--- src/rtl/vga_rx_pkg.sv ---
// ============================================================================
// Module      : vga_rx_pkg
// Description : Shared timing defaults, lock-state encoding, PMOD pin indices
//               and CRC constants for the VGA capture monitor.
// Revision    : 1.0 - initial release
// ============================================================================
`default_nettype none

package vga_rx_pkg;

  localparam int DEF_H_ACTIVE = 640;
  localparam int DEF_H_TOTAL  = 800;
  localparam int DEF_H_BACK   = 48;
  localparam int DEF_V_ACTIVE = 480;
  localparam int DEF_V_TOTAL  = 525;
  localparam int DEF_V_BACK   = 33;

  typedef enum logic [1:0] {
    SEARCH = 2'd0,
    TRACK  = 2'd1,
    LOCKED = 2'd2
  } rx_state_e;

  // Tiny VGA PMOD pin order
  localparam int PMOD_R1 = 0;
  localparam int PMOD_G1 = 1;
  localparam int PMOD_B1 = 2;
  localparam int PMOD_VS = 3;
  localparam int PMOD_R0 = 4;
  localparam int PMOD_G0 = 5;
  localparam int PMOD_B0 = 6;
  localparam int PMOD_HS = 7;

  // Both syncs deasserted, colour black
  localparam logic [7:0] SYNC_IDLE = 8'h88;

  localparam logic [15:0] CRC_POLY = 16'h1021;
  localparam logic [15:0] CRC_INIT = 16'hFFFF;

endpackage

`default_nettype wire

--- src/rtl/vga_crc16_step.sv ---
// ============================================================================
// Module      : vga_crc16_step
// Description : Combinational CRC-16/CCITT update over one RGB222 pixel,
//               bits shifted MSB-first (R1 first).
// Revision    : 1.0 - initial release
// ============================================================================
`default_nettype none

module vga_crc16_step (
  input  logic [15:0] crc_in,
  input  logic [5:0]  data,
  output logic [15:0] crc_out
);
  import vga_rx_pkg::*;

  logic [15:0] acc;

  always_comb begin
    acc = crc_in;
    for (int i = 5; i >= 0; i--) begin
      if (acc[15] ^ data[i]) begin
        acc = {acc[14:0], 1'b0} ^ CRC_POLY;
      end else begin
        acc = {acc[14:0], 1'b0};
      end
    end
  end

  assign crc_out = acc;

endmodule

`default_nettype wire

--- src/rtl/vga_capture_monitor.sv ---
// ============================================================================
// Module      : vga_capture_monitor
// Description : Recovers pixel coordinates and colour from a Tiny VGA PMOD
//               bus, tracks lock to the expected timing and captures a probe
//               pixel. Per-frame CRC is built only when VGA_CRC_EN is defined.
// Revision    : 1.0 - initial release
// ============================================================================
`default_nettype none

module vga_capture_monitor #(
  parameter int H_ACTIVE = vga_rx_pkg::DEF_H_ACTIVE,
  parameter int H_TOTAL  = vga_rx_pkg::DEF_H_TOTAL,
  parameter int H_BACK   = vga_rx_pkg::DEF_H_BACK,
  parameter int V_ACTIVE = vga_rx_pkg::DEF_V_ACTIVE,
  parameter int V_TOTAL  = vga_rx_pkg::DEF_V_TOTAL,
  parameter int V_BACK   = vga_rx_pkg::DEF_V_BACK
) (
  input  logic        clk,
  input  logic        reset,
  input  logic [7:0]  vga_in,
  input  logic [9:0]  probe_x,
  input  logic [9:0]  probe_y,
  output logic        locked,
  output logic        pix_valid,
  output logic [9:0]  pix_x,
  output logic [9:0]  pix_y,
  output logic [5:0]  rgb,
  output logic        frame_done,
  output logic [15:0] frame_crc,
  output logic [5:0]  probe_rgb,
  output logic        probe_hit,
  output logic [7:0]  err_count
);
  import vga_rx_pkg::*;

  localparam logic [9:0]  H_BACK_W  = 10'(H_BACK);
  localparam logic [9:0]  H_END_W   = 10'(H_BACK + H_ACTIVE);
  localparam logic [9:0]  V_BACK_W  = 10'(V_BACK);
  localparam logic [9:0]  V_END_W   = 10'(V_BACK + V_ACTIVE);
  localparam logic [10:0] H_TOTAL_W = 11'(H_TOTAL);
  localparam logic [9:0]  V_TOTAL_W = 10'(V_TOTAL);

  logic [7:0] s1_q;
  // Only the sync bits of the previous sample are needed for edge detection
  logic [1:0] s2_q;
  logic [9:0] hcnt_q, hcnt_d;
  logic [9:0] vcnt_q, vcnt_d;
  rx_state_e  state_q, state_d;
  logic       line_err_q, line_err_d;
  logic [7:0] err_q, err_d;
  logic       locked_q, pix_valid_q, pix_valid_d;
  logic [9:0] pix_x_q, pix_x_d, pix_y_q, pix_y_d;
  logic [5:0] rgb_q, rgb_d;
  logic       frame_done_q, frame_done_d;
  logic [5:0] probe_rgb_q, probe_rgb_d;
  logic       probe_hit_q, probe_hit_d;

  logic hs_edge, vs_edge, line_bad, frame_good, active;

  always_comb begin
    hs_edge    = ~s2_q[1] & s1_q[PMOD_HS];
    vs_edge    = ~s2_q[0] & s1_q[PMOD_VS];
    line_bad   = hs_edge && (({1'b0, hcnt_q} + 11'd1) != H_TOTAL_W);
    frame_good = vs_edge && (vcnt_q == V_TOTAL_W) && !line_bad;

    hcnt_d = hs_edge ? 10'd0 : ((&hcnt_q) ? hcnt_q : hcnt_q + 10'd1);
    if (vs_edge) begin
      vcnt_d = 10'd0;
    end else if (hs_edge) begin
      vcnt_d = vcnt_q + 10'd1;
    end else begin
      vcnt_d = vcnt_q;
    end

    state_d      = state_q;
    line_err_d   = line_err_q;
    err_d        = err_q;
    frame_done_d = 1'b0;
    case (state_q)
      SEARCH: begin
        if (vs_edge) begin
          state_d    = TRACK;
          line_err_d = 1'b0;
        end
      end
      TRACK: begin
        if (line_bad) begin
          line_err_d = 1'b1;
        end
        // Every VSYNC edge closes a candidate frame and starts the next one
        if (vs_edge) begin
          if (frame_good && !line_err_q) begin
            state_d = LOCKED;
          end
          line_err_d = 1'b0;
        end
      end
      LOCKED: begin
        if (line_bad || (vs_edge && !frame_good)) begin
          state_d = SEARCH;
          if (err_q != 8'hFF) begin
            err_d = err_q + 8'd1;
          end
        end else if (vs_edge) begin
          frame_done_d = 1'b1;
        end
      end
      default: state_d = SEARCH;
    endcase

    pix_x_d = hcnt_d - H_BACK_W;
    pix_y_d = vcnt_d - V_BACK_W;
    active  = (hcnt_d >= H_BACK_W) && (hcnt_d < H_END_W) &&
              (vcnt_d >= V_BACK_W) && (vcnt_d < V_END_W);
    pix_valid_d = (state_d == LOCKED) && active;
    rgb_d = {s1_q[PMOD_R1], s1_q[PMOD_R0], s1_q[PMOD_G1],
             s1_q[PMOD_G0], s1_q[PMOD_B1], s1_q[PMOD_B0]};

    probe_hit_d = pix_valid_d && (pix_x_d == probe_x) && (pix_y_d == probe_y);
    probe_rgb_d = probe_hit_d ? rgb_d : probe_rgb_q;
  end

  always_ff @(posedge clk or posedge reset) begin
    if (reset) begin
      s1_q         <= SYNC_IDLE;
      s2_q         <= 2'b11;
      hcnt_q       <= 10'd0;
      vcnt_q       <= 10'd0;
      state_q      <= SEARCH;
      line_err_q   <= 1'b0;
      err_q        <= 8'd0;
      locked_q     <= 1'b0;
      pix_valid_q  <= 1'b0;
      pix_x_q      <= 10'd0;
      pix_y_q      <= 10'd0;
      rgb_q        <= 6'd0;
      frame_done_q <= 1'b0;
      probe_rgb_q  <= 6'd0;
      probe_hit_q  <= 1'b0;
    end else begin
      s1_q         <= vga_in;
      s2_q         <= {s1_q[PMOD_HS], s1_q[PMOD_VS]};
      hcnt_q       <= hcnt_d;
      vcnt_q       <= vcnt_d;
      state_q      <= state_d;
      line_err_q   <= line_err_d;
      err_q        <= err_d;
      locked_q     <= (state_d == LOCKED);
      pix_valid_q  <= pix_valid_d;
      pix_x_q      <= pix_x_d;
      pix_y_q      <= pix_y_d;
      rgb_q        <= rgb_d;
      frame_done_q <= frame_done_d;
      probe_rgb_q  <= probe_rgb_d;
      probe_hit_q  <= probe_hit_d;
    end
  end

`ifdef VGA_CRC_EN
  logic [15:0] crc_q, crc_d, crc_next;
  logic [15:0] frame_crc_q, frame_crc_d;

  vga_crc16_step u_crc_step (
    .crc_in  (crc_q),
    .data    (rgb_d),
    .crc_out (crc_next)
  );

  // Latch happens before the VSYNC restart, so the closed frame is captured
  always_comb begin
    frame_crc_d = frame_done_d ? crc_q : frame_crc_q;
    if (vs_edge) begin
      crc_d = CRC_INIT;
    end else if (pix_valid_d) begin
      crc_d = crc_next;
    end else begin
      crc_d = crc_q;
    end
  end

  always_ff @(posedge clk or posedge reset) begin
    if (reset) begin
      crc_q       <= CRC_INIT;
      frame_crc_q <= CRC_INIT;
    end else begin
      crc_q       <= crc_d;
      frame_crc_q <= frame_crc_d;
    end
  end

  assign frame_crc = frame_crc_q;
`else
  assign frame_crc = CRC_INIT;
`endif

  assign locked     = locked_q;
  assign pix_valid  = pix_valid_q;
  assign pix_x      = pix_x_q;
  assign pix_y      = pix_y_q;
  assign rgb        = rgb_q;
  assign frame_done = frame_done_q;
  assign probe_rgb  = probe_rgb_q;
  assign probe_hit  = probe_hit_q;
  assign err_count  = err_q;

endmodule

`default_nettype wire

--- config.mk ---
export PLATFORM = sky130hd
export DESIGN_NAME = vga_capture_monitor
export DESIGN_NICKNAME = d
export VERILOG_FILES = /design/src/rtl/vga_rx_pkg.sv /design/src/rtl/vga_crc16_step.sv /design/src/rtl/vga_capture_monitor.sv
export SDC_FILE = /design/constraint.sdc
export NUM_CORES = 1
export LEC_CHECK = 0
export ABC_AREA = 1
export ABC_CLOCK_PERIOD_IN_PS = 4740
export BUFFER_PORTS_ARGS = -buffer_cell sky130_fd_sc_hd__buf_2
export CAP_MARGIN = 20
export CORE_MARGIN = 5
export CORE_UTILIZATION = 30
export CTS_CLUSTER_DIAMETER = 40
export DETAILED_ROUTE_END_ITERATION = 16
export GPL_TIMING_DRIVEN = 0
export PLACE_DENSITY_LB_ADDON = 0.12
export SLEW_MARGIN = 20
export SYNTH_ARGS = -nofsm -noshare
export SYNTH_HDL_FRONTEND = slang
export SYNTH_SLANG_ARGS = --single-unit
--- constraint.sdc ---
create_clock -name clk -period 4.74 [get_ports clk]
set_clock_uncertainty 0.05 [all_clocks]
set_input_delay 0.948 -clock clk [delete_from_list [all_inputs] [get_ports clk]]
set_output_delay 0.948 -clock clk [all_outputs]
set_load 0.05 [all_outputs]
# ---- Yosys cells after proc, flatten, opt, wreduce, memory -nomap -nowiden
# Index checks and enable logic that the tools add are counted.
dict set report op_classes {
  addsub 6
  n_lt_le_gt_ge 4
  eq_ne 10
  muxes 16
  n_bitwise 4
  n_reduce_logical 20
}
# cell count
set ops {}
lappend ops {{10-bit 2-to-1 mux} 4}
lappend ops {{10-bit by 1-bit adder with 10-bit output, second input constant} 2}
lappend ops {{10-bit equality test} 2}
lappend ops {{10-bit by 6-bit >= comparator with 1-bit output, second input constant} 2}
lappend ops {{10-bit less-than comparator, second input constant} 2}
lappend ops {{10-bit by 6-bit subtractor with 10-bit output, second input constant} 2}
lappend ops {{10-bit by 1-bit adder with 11-bit output, second input constant} 1}
lappend ops {{1-bit logical AND} 11}
lappend ops {{11-bit by 10-bit inequality test with 1-bit output, second input constant} 1}
lappend ops {{10-bit equality test, second input constant} 1}
lappend ops {{10-bit AND reduction} 1}
lappend ops {{8-bit by 1-bit adder with 8-bit output, second input constant} 1}
lappend ops {{2-bit 2-to-1 mux} 4}
lappend ops {{8-bit inequality test, second input constant} 1}
lappend ops {{1-bit 2-to-1 mux} 6}
lappend ops {{2-bit one-hot mux with 3 select lines} 1}
lappend ops {{3-bit AND reduction} 2}
lappend ops {{2-bit equality test, second input constant} 2}
lappend ops {{1-bit zero test} 3}
lappend ops {{3-bit inequality test, second input constant} 1}
lappend ops {{1-bit bitwise AND} 2}
lappend ops {{2-bit by 1-bit equality test with 1-bit output, second input constant} 1}
lappend ops {{2-bit zero test} 1}
lappend ops {{2-bit inequality test, second input constant} 1}
lappend ops {{other kinds (4)} 5}
dict set report word_totals {
  ff_bits 77
}

# ---- Depth between registers and ports, before layout
dict set report logic_depth {
  ltp_word 14
  ltp_mapped 23
  mapped_depth_nobuf 23
}

# ---- Worst setup path after synthesis
# No wires, ideal clock.
dict set report synth_path {
  path_type {register -> register}
  start {register pix_x[0] (netlist name)}
  end {register probe_rgb_q[0] (netlist: probe_rgb[0])}
  setup_ns 0.122
  arrival_time_ns 2.626
  required_ns 4.568
  path_slack_ns 1.942
  stages_incl_launch_ff 22
  path_buffers 0
  cell_sequence {dfrtp_1 > ha_1 > nand2_2 > nor2_4 > nand2_1 > inv_1 > nand3_2 > a21oi_1 > ha_1 > xor2_1 > nor2_1 > nand2_1 > nor2_1 > nand2_1 > nor2_1 > nand2_1 > nor2_1 > nand3_1 > nor2_2 > nand3_4 > o21ai_1 > nand2_1}
}
# element line
set synth_lines {}
lappend synth_lines {{end signal, assigned} vga_capture_monitor.sv:154} ;# probe_rgb_q <= probe_rgb_d;
lappend synth_lines {{end, declared} vga_capture_monitor.sv:55} ;# logic [5:0] probe_rgb_q, probe_rgb_d;

==> summary.txt <==
Hold path
  – Hold WC Path Type: flop to flop
  – Min-delay src: s1_q[4]
  – Hold path cells: 0
  – Hold worst-path end: rgb[4]

Global route
  – Largest net degree at the start of global routing: 53
  – Initial antenna violation count: 0
  – Total Routing Usage GR: between 10 and 15%
  – Vias in the first global route: between 3k and 4k
  – First-pass GRT wire length: between 15,000 and 20,000 um
  – Grt ovf: 0

Clock tree
  – Clk_lat worst skew: 340 ps
  – Setup Buffers After CTS: 0
  – Reg clk slew, reported paths: 60 ps
  – Clk Tree Root Cell: clkbuf_16
  – CTS tree: yes
  – H-tree Lvls: 3
  – CTS buffer count: 9
  – Hold_buf cts: 0
  – Sink Count: 73
  – Bufs on Longest Clock Path: 2
  – Cts repair resizes: 0

Floorplanning
  – Initial Util: roughly 31%
  – FP Rows: 42
  – Die ar.: between 15,000 and 20,000 um^2
  – I/O pin total: 90
  – Die X: about 130 um
  – Core area: between 10,000 and 15,000 um^2
  – Chip height: 127 um

Finish
  – Layout area overhead: 24.2%
  – Final-layout fill cell count: approximately 1.4k
  – Ant diodes: 0
  – Share of cells above drive strength 1: 28.2%
  – Nets@finish: 653

Route
  – Vias per cell: 4.29
  – Wire length per cell: 12.4 um
  – Drc violations: 0
  – Antenna-violating nets left: 0
  – Initial DRC count: 198
  – Routed WL: roughly 9900 um
  – Vias post-DR: approximately 3.4k
  – Pre-antenna DRT Iters: 4

Placed design
  – DP Wirelength: roughly 7800 um
  – GP Congestion: 0.834
  – I/O Buffers: 73

Run
  – Max-cap violations: 0

Worst setup path
  – Type of the worst setup path: flop to flop
  – CP Data Required Time: 4970 ps
  – R2r startpoint: pix_x[1]
  – CP max stage delay: approximately 430 ps
  – R2R setup slack: approximately 1400 ps
  – Worst-path maximum fanout: 7
  – Worst path most repeated cell: nand2_1
  – Crit path cell chain: ha_1 > nand2_2 > nor2_4 > nand2_1 > inv_1 > nand3_2 > a21oi_1 > ha_1 > xor2_1 > nor2_1 > nand2_1 > nor2_1 > nand2_1 > nor2_1 > nand2_1 > nor2_1 > nand3_1 > nor2_2 > nand3_4 > nor2_8 > nand2_1 > nand2_1
  – Reg2Reg Depth: 22
  – Startpoint class of the critical path: flop
  – Slowest stage cell, crit path: dfrtp_1
  – Reg2reg end: probe_rgb[3]
  – Crit path arrival time: 3590 ps
  – Crit end category: flop
  – Top Family by Delay on Critical Path: simple AND/OR/NAND/NOR gates
  – Bufs and invs on worst path: 1

Logic synthesis
  – #FFs+latches synth: 73
  – Post-synth EDFFs: 0
  – Top-area cell type share of the netlist area: roughly two fifths
  – Ys async rst share: 100%
  – Dominant cell type by area after synthesis: dfrtp_1
  – Synth unique cells: 34
  – Seq/Total Area, Yosys: 44.4%
  – Top FF cell, synth: dfrtp_1
  – Post-synthesis average cell area: 7.99 um^2
  – Mapped Cells: 516
  – Synth top area cells: dfrtp_1, nand2_1, nand3_1
  – Synth warn: 0
  – Synthesized cell area: 4130 um^2

STA
  – Max Freq: 297 MHz
  – Post-route setup TNS: 0 ps
  – Unrepaired setup endpoints after global routing: false
  – Final setup viols: 0
  – Final Hold Viols: 0
  – Fin crit period: 3360 ps
  – Final Cycle Share: 70.9%
  – Max-slew violation count: 0

Power
  – P per Cell Area: 356 nW/um^2
  – Tot Pwr: 1.83 mW
  – Peak VDD IR: 185 uV
  – Leak: 2.86 nW

Outcome
  – Status: finished clean
worst reg2reg max path: stages, from the launching register on:
cell,delay [ps]
dfrtp_1,430
ha_1,240
nand2_2,100
nor2_4,140
nand2_1,110
inv_1,90
nand3_2,120
a21oi_1,240
ha_1,300
xor2_1,170
nor2_1,80
nand2_1,50
nor2_1,90
nand2_1,60
nor2_1,80
nand2_1,50
nor2_1,140
nand3_1,150
nor2_2,150
nand3_4,150
nor2_8,160
nand2_1,60
nand2_1,60
kinds of logic after synthesis:
family                   share of synthesized area (%)
AND/OR/NAND/NOR                                   37.4
buffers and inverters                             11.5
flip-flops                                        44.4
AO/OA/AOI/OAI                                     2.43
XOR/XNOR                                          2.12
adder cells (fa/ha/maj)                           2.12
other                                           0.0909
how the worst max path moves through the flow:
stage,from,to,slack (ps),cells after the start
after floorplan,reset,err_count[0],1900,1
after global placement,reset,pix_y[4],790,2
after detailed placement,pix_x[1],probe_rgb[3],1330,22
after CTS,pix_x[1],probe_rgb[3],1290,22
after global routing,pix_x[1],probe_rgb[5],870,22
final,pix_x[1],probe_rgb[3],1380,22
power breakdown:
group / internal [mW] / switching, mW
registers: 0.661 / 0.0302
clock network: 0.476 / 0.281
logic: 0.110 / 0.268
final cells by class:
class | instances | area [um^2] | share of cell area, %
multi-input cells | 353 | 1880 | 36.6
flip-flops and latches | 73 | 1830 | 35.7
repair buffers | 74 | 393 | 7.67
inverters | 83 | 314 | 6.13
clock buffers | 10 | 239 | 4.66
well taps | 176 | 220 | 4.30
plain buffers | 22 | 161 | 3.15
clock inverters | 6 | 88.8 | 1.73
cells in the final DEF, fill, tap and decap left out, drive strengths merged, types with 6 or more instances in the layout:
| cell type | instances |
|---|---|
| conb | 16 |
| inv | 83 |
| nand4 | 15 |
| buf | 96 |
| dfrtp | 69 |
| xor2 | 8 |
| ha | 7 |
| nand2 | 162 |
| nand3 | 66 |
| nor2 | 49 |
| a21oi | 6 |
| clkbuf | 10 |
| o21ai | 11 |
registers in the layout, summed over array words and instances, names as in the netlist:
register and cells:
pix_y 10, probe_hit 1, rgb 6, s2_q 2, hcnt_q 6, frame_done 1, pix_valid 1, err_count 8
probe_rgb 6, locked 1, state_q 2, line_err_q 1, vcnt_q 10, s1_q 8, pix_x 10
cells in the mapped netlist, types with 2 or more instances:
master and instances:
dfrtp_1 69, nand2_2 12, dfstp_2 4, nor2_2 7, xor2_1 8, buf_4 21, inv_2 11, nor2_8 3
nand4_2 2, nor2_1 34, nand2_4 2, nor2_4 5, nand3b_1 3, ha_1 7, nor3_1 3, nand2_1 148
inv_1 71, o21ai_1 8, a21oi_1 5, nand3_1 54, nand3_4 3, nand4_1 13, o21ai_0 3, xnor2_1 2
nand3_2 9
metal layers:
layer	part of all wire, %	routed length [um]	GRT usage [%]
met5	0	0	0
met4	1.9	189	5.17
met3	3.4	333	2.63
met2	49	4840	21.4
met1	46	4520	16.2
through the flow:
stage | setup WS [ps] | instances | cell area, um^2 | hold WS (ps) | util, %
2_1_floorplan | 1900 | 531 | 4180 | 304 | -
5_1_grt | 874 | 797 | 5120 | 339 | 38.4
4_1_cts | 1290 | 797 | 5120 | 333 | 38.4
6_report | 1380 | 797 | 5120 | 329 | 38.4
3_5_place_dp | 1330 | 781 | 4800 | 318 | 35.9
3_3_place_gp | 791 | 780 | 4770 | 310 | 35.7
Note: power is estimated with default switching activity, not from simulation.
